`config.mk`:
```
export PLATFORM = sky130hd
export DESIGN_NAME = uart_tx_frame
export DESIGN_NICKNAME = d
export VERILOG_FILES = /design/src/rtl/uart_tx_frame.sv
export SDC_FILE = /design/constraint.sdc
export NUM_CORES = 1
export LEC_CHECK = 0
export ABC_AREA = 1
export CAP_MARGIN = 20
export CORE_MARGIN = 5
export CORE_UTILIZATION = 49
export DETAILED_ROUTE_END_ITERATION = 7
export GPL_TIMING_DRIVEN = 0
export PLACE_DENSITY = 0.74
export REMOVE_ABC_BUFFERS = 1
export SLEW_MARGIN = 20
export SYNTH_ARGS = -nofsm -noshare
export SYNTH_HDL_FRONTEND = slang
export SYNTH_SLANG_ARGS = --single-unit
```
`constraint.sdc`:
```
create_clock -name clock -period 1.8 [get_ports clock]
set_clock_uncertainty 0.05 [all_clocks]
set_input_delay 0.18 -clock clock [delete_from_list [all_inputs] [get_ports clock]]
set_output_delay 0.18 -clock clock [all_outputs]
set_load 0.01 [all_outputs]
```
`src/rtl/uart_tx_frame.sv`:
```
// 8-bit UART transmitter: start, 8 data bits LSB first, optional parity, stop bits.
// The serial line is registered and always reflects the state being entered.
module uart_tx_frame #(
    parameter int unsigned CLKS_PER_BIT = 16,
    parameter int unsigned STOP_BITS    = 1
) (
    input  logic       clock,
    input  logic       reset,
    input  logic       send,
    input  logic [7:0] data_in,
    input  logic [1:0] parity_type,
    output logic       data_tx,
    output logic       ready,
    output logic       active_flag,
    output logic       done_flag
);

    localparam int unsigned CLOG = $clog2(CLKS_PER_BIT * STOP_BITS);
    localparam int unsigned CW   = (CLOG < 1) ? 1 : CLOG;

    localparam logic [CW-1:0] BIT_LAST  = CW'(CLKS_PER_BIT - 1);
    localparam logic [CW-1:0] STOP_LAST = CW'(CLKS_PER_BIT * STOP_BITS - 1);

    localparam logic [2:0] IDLE   = 3'd0;
    localparam logic [2:0] START  = 3'd1;
    localparam logic [2:0] DATA   = 3'd2;
    localparam logic [2:0] PARITY = 3'd3;
    localparam logic [2:0] STOP   = 3'd4;

    logic [2:0]    state_q, state_d;
    logic [CW-1:0] cnt_q, cnt_d;
    logic [2:0]    bit_q, bit_d;
    logic [7:0]    data_q, data_d;
    logic [1:0]    par_q, par_d;
    logic          tx_q, tx_d;
    logic          done_q, done_d;
    logic          par_en;

    assign par_en = par_q[0] ^ par_q[1];

    always_comb begin
        state_d = state_q;
        cnt_d   = cnt_q + 1'b1;
        bit_d   = bit_q;
        data_d  = data_q;
        par_d   = par_q;
        done_d  = 1'b0;
        case (state_q)
            IDLE: begin
                cnt_d = '0;
                if (send) begin
                    data_d  = data_in;
                    par_d   = parity_type;
                    state_d = START;
                end
            end
            START: begin
                if (cnt_q == BIT_LAST) begin
                    cnt_d   = '0;
                    state_d = DATA;
                end
            end
            DATA: begin
                if (cnt_q == BIT_LAST) begin
                    cnt_d = '0;
                    bit_d = bit_q + 3'd1;
                    if (bit_q == 3'd7) begin
                        state_d = par_en ? PARITY : STOP;
                    end
                end
            end
            PARITY: begin
                if (cnt_q == BIT_LAST) begin
                    cnt_d   = '0;
                    state_d = STOP;
                end
            end
            STOP: begin
                if (cnt_q == STOP_LAST) begin
                    cnt_d   = '0;
                    state_d = IDLE;
                    done_d  = 1'b1;
                end
            end
            default: begin
                cnt_d   = '0;
                state_d = IDLE;
            end
        endcase
    end

    // Line value is derived from the next state so it lines up with state_q.
    always_comb begin
        tx_d = 1'b1;
        case (state_d)
            START:   tx_d = 1'b0;
            DATA:    tx_d = data_d[bit_d];
            PARITY:  tx_d = par_d[0] ? ~^data_d : ^data_d;
            default: tx_d = 1'b1;
        endcase
    end

    always_ff @(posedge clock) begin
        if (reset) begin
            state_q <= IDLE;
            cnt_q   <= '0;
            bit_q   <= '0;
            data_q  <= '0;
            par_q   <= '0;
            tx_q    <= 1'b1;
            done_q  <= 1'b0;
        end else begin
            state_q <= state_d;
            cnt_q   <= cnt_d;
            bit_q   <= bit_d;
            data_q  <= data_d;
            par_q   <= par_d;
            tx_q    <= tx_d;
            done_q  <= done_d;
        end
    end

    assign data_tx     = tx_q;
    assign done_flag   = done_q;
    assign ready       = (state_q == IDLE);
    assign active_flag = (state_q != IDLE);

endmodule

```
==> results of run 1 <==
-- cell type report --
class	count	area (um^2)
well taps	31	38.8
multi-input cells	167	896
repair buffers	22	215
inverters	30	118
flip-flops and latches	22	450
fillers	257	993
clock buffers	3	22.5
-- metrics by stage --
step	instances	hold slack [ps]	setup slack [ps]
after floorplan	218	199	100
after global placement	265	380	-579
after detailed placement	265	392	-603
after CTS	269	363	-30.7
after global routing	275	379	-177
final	275	364	-65.4
-- metal layers --
| metal | GRT usage, % | part of all wire [%] | up-vias | wire length, um |
|---|---|---|---|---|
| li1 | - | - | 751 | - |
| met1 | 18.9 | 47 | 602 | 1420 |
| met2 | 24.4 | 48 | 27 | 1470 |
| met3 | 2.31 | 4.6 | 2 | 140 |
| met4 | 4.94 | 0.43 | 0 | 13 |
| met5 | 0 | 0 | - | 0 |
-- worst max-delay path, delay by kind of cell (launching register included) --
family | cells | cell delay [ps]
buffers and inverters | 1 | 510
flip-flops | 1 | 380
AND/OR/NAND/NOR | 2 | 440
-- state kept, by name (all words and copies together), names as in the netlist --
register	cells
cnt_q	4
data_tx	1
bit_q	3
data_q	8
state_q	3
done_flag	1
par_q	2
-- worst min-delay path by stage --
stage	to	cells after the start	from
2_1_floorplan	par_q[1]$_SDFFE_PP0P_	1	reset
3_3_place_gp	cnt_q[0]$_SDFF_PP0_	1	cnt_q[0]$_SDFF_PP0_
3_5_place_dp	cnt_q[0]$_SDFF_PP0_	1	cnt_q[0]$_SDFF_PP0_
6_report	par_q[1]$_SDFFE_PP0P_	3	parity_type[1]
5_1_grt	par_q[1]$_SDFFE_PP0P_	3	parity_type[1]
4_1_cts	par_q[1]$_SDFFE_PP0P_	3	parity_type[1]
-- power by group through the flow --
stage | registers (mW) | logic [mW] | clock network, mW
after floorplan | 0.536 | 0.176 | 0
after global placement | 0.537 | 0.260 | 0
after detailed placement | 0.538 | 0.263 | 0
after CTS | 0.525 | 0.269 | 0.231
after global routing | 0.530 | 0.360 | 0.252
final | 0.525 | 0.319 | 0.224
-- synth_stat cells (all sizes together) --
library cell	instances
nand2	89
inv	30
nor2	27
dfxtp	22
nand3	14
nand4	10
o21ai	6
buf	5
a21oi	3
ha	3
nor3	3
clkbuf	2
nor4	2
o211ai	2
xor2	2
a31oi	1
mux2i	1
nand3b	1
or2	1
xnor2	1
-- what timing repair did --
action                     CTS  global route
hold buffers                 0             0
pin swaps                    2             5
resized for setup           15            28
cloned                       0             2
setup buffers                1             4
setup endpoints to repair    3             3
-- kinds of logic after synthesis --
family / count (synthesis)
AOI/OAI and AO/OA: 12
xor gates and xnor gates: 3
buffers and inverters: 37
adders and majority gates: 3
and+or+nand+nor: 147
muxes: 1
DFF: 22
==> reports/results.ini, run 1 <==
[sta]
period_minus_slack_ps = 1870
unrepaired_setup_endpoints_after_global_routing = true
achievable-frequency_mhz = 536
max_transition_viols_final = 0
max-slew-margin-rel_pct = 51.0
setup_ws_ps = -65.4
report.final.hold_viol_count = 0
report.final.setup_viol = 2
fin_setup_tns_ps = -96.7
worst_pin_slew_ps = 733
final.period_utilization_pct = 104

[global_route]
vias_in_the_first_global_route = 1166
grt_first_pass_wirelength_mm = 4.85
grtUsageTotal_pct = 14.6
globalRouteOverflowTotal = 0
grt_antenna_before_repair = 0
grt_start_max_net_pins = 20

[setup_path]
timing.critical_path.from_type = flop
r2r-end = data_tx$_SDFF_PP1_
regToRegSetupSlack_ps = -30
critical_path_required_ps = 1570
setup.worst_path.class = reg2out
path_max_fanout = 6
critPathCaptureType = output pin
critical_path.max_stage_delay_ps = 510
worstReg2RegStart = state_q[1]$_SDFF_PP0_
timing.critical_path.to = active_flag
crit_arrival_ps = 1640
crit_path_cell_trace = nor2_4 > nand2_1 > clkdlybuf4s50_1
crit_path_top_delay_cell = sky130_fd_sc_hd__clkdlybuf4s50_1
r2r.worst_path.cells = 13
crit_start = state_q[1]$_SDFF_PP0_

[synthesis]
ys_top_cells_by_area = sky130_fd_sc_hd__dfxtp_1 32%, sky130_fd_sc_hd__nand2_1 23%, sky130_fd_sc_hd__inv_1 7.8%
yosys.area.top_type = sky130_fd_sc_hd__dfxtp_1
synth.distinct_cells = 30
mappedNetlistArea_um2 = 1390
synth_compound_gate_area_share_pct = 5.03
cell_count_after_synthesis = 225
post_synth.cell_area_avg_um2 = 6.19
post-synth-top-area-fraction_pct = 31.6
ys_ff_latch = 22
synth-seq-area-share_pct = 31.6
synthAdderAreaFrac_pct = 2.70
dominant_combinational_cell_family_by_area_after_synthesis = simple AND/OR/NAND/NOR gates
parity_gate_share_of_the_synthesized_area_counting_xor_and_xnor_cells_pct = 2.43
ys.warnings.count = 0
post_synth_and_or_nand_nor_area_fraction_pct = 46.5
synthMuxAreaShare_pct = 0.719

[finish]
final_nets = 262
finish.instance_area_um2 = 1740
most_frequent_cells_in_the_layout = 73 x sky130_fd_sc_hd__nand2_1, 27 x sky130_fd_sc_hd__inv_1, 24 x sky130_fd_sc_hd__nor2_1, 18 x sky130_fd_sc_hd__dfxtp_1
layout-drive-gt1-share_pct = 18.0
postLayoutCoreUtil_pct = 63.7
insertedDiodeCount = 0
syn_to_final_growth_pct = 25.0
layout.cells.most_common = sky130_fd_sc_hd__nand2_1

[route]
antenna_left = 0
drt_first_iter_violations = 48
via_per_inst = 5.03
drcViolationCount = 0
detail_route.first_pass.iterations = 4
drt-wirelength-per-cell_um = 11.0
via_count = 1382
postRouteWirelength_mm = 3.04

[status]
status = complete, but fails checks
failed_checks = negative setup slack

[place]
gp_congestion = 0.774
place_area_um2 = 1550
buffer_ports.inserted = 16
place.detailed.hpwl_mm = 2.07

[floorplanning]
floorplan.initialDensity_pct = 50.9
fp.dieArea_um2 = 4010
floorplan.rows = 19
io_pins = 17
die_height_um = 63.3
die_width_um = 63.3
coreArea_um2 = 2730

[clock_network]
clock_path_buffers = 2
numCtsBuffers = 3
cts.sink_count = 22
htree_num_levels = 1
cts.reportedPaths.clkPinSlew_ps = 130
tritoncts = yes
clock_insertion_delay_worst_skew_ps = 300
cts_root_buf = sky130_fd_sc_hd__clkbuf_4

[pwr]
pwr-share-seq_pct = 49.1
swShare_pct = 32.6
power_density_nw_per_um2 = 613
post_route_total_power_mw = 1.07
total_switching_power_mw = 0.348
max-vdd-ir-drop_mv = 0.485
comb_power_share_pct = 29.9
clock_power_share_pct = 21.0
internal-power_mw = 0.719
p_leak_nw = 0.847

[worst_hold_path]
min-delay-path-class = in2reg

[job]
max-cap-violations = 0

Power figures use the tool's default switching activity.
==> run 2: changes to the inputs <==
--- a/config.mk
+++ b/config.mk
@@ -6,7 +6,6 @@
 export NUM_CORES = 1
 export LEC_CHECK = 0
 export ABC_AREA = 1
-export CAP_MARGIN = 20
 export CORE_MARGIN = 5
 export CORE_UTILIZATION = 49
 export DETAILED_ROUTE_END_ITERATION = 7
==> results of run 2 <==
Final layout, timing and power as in run 1 (identical DEF).
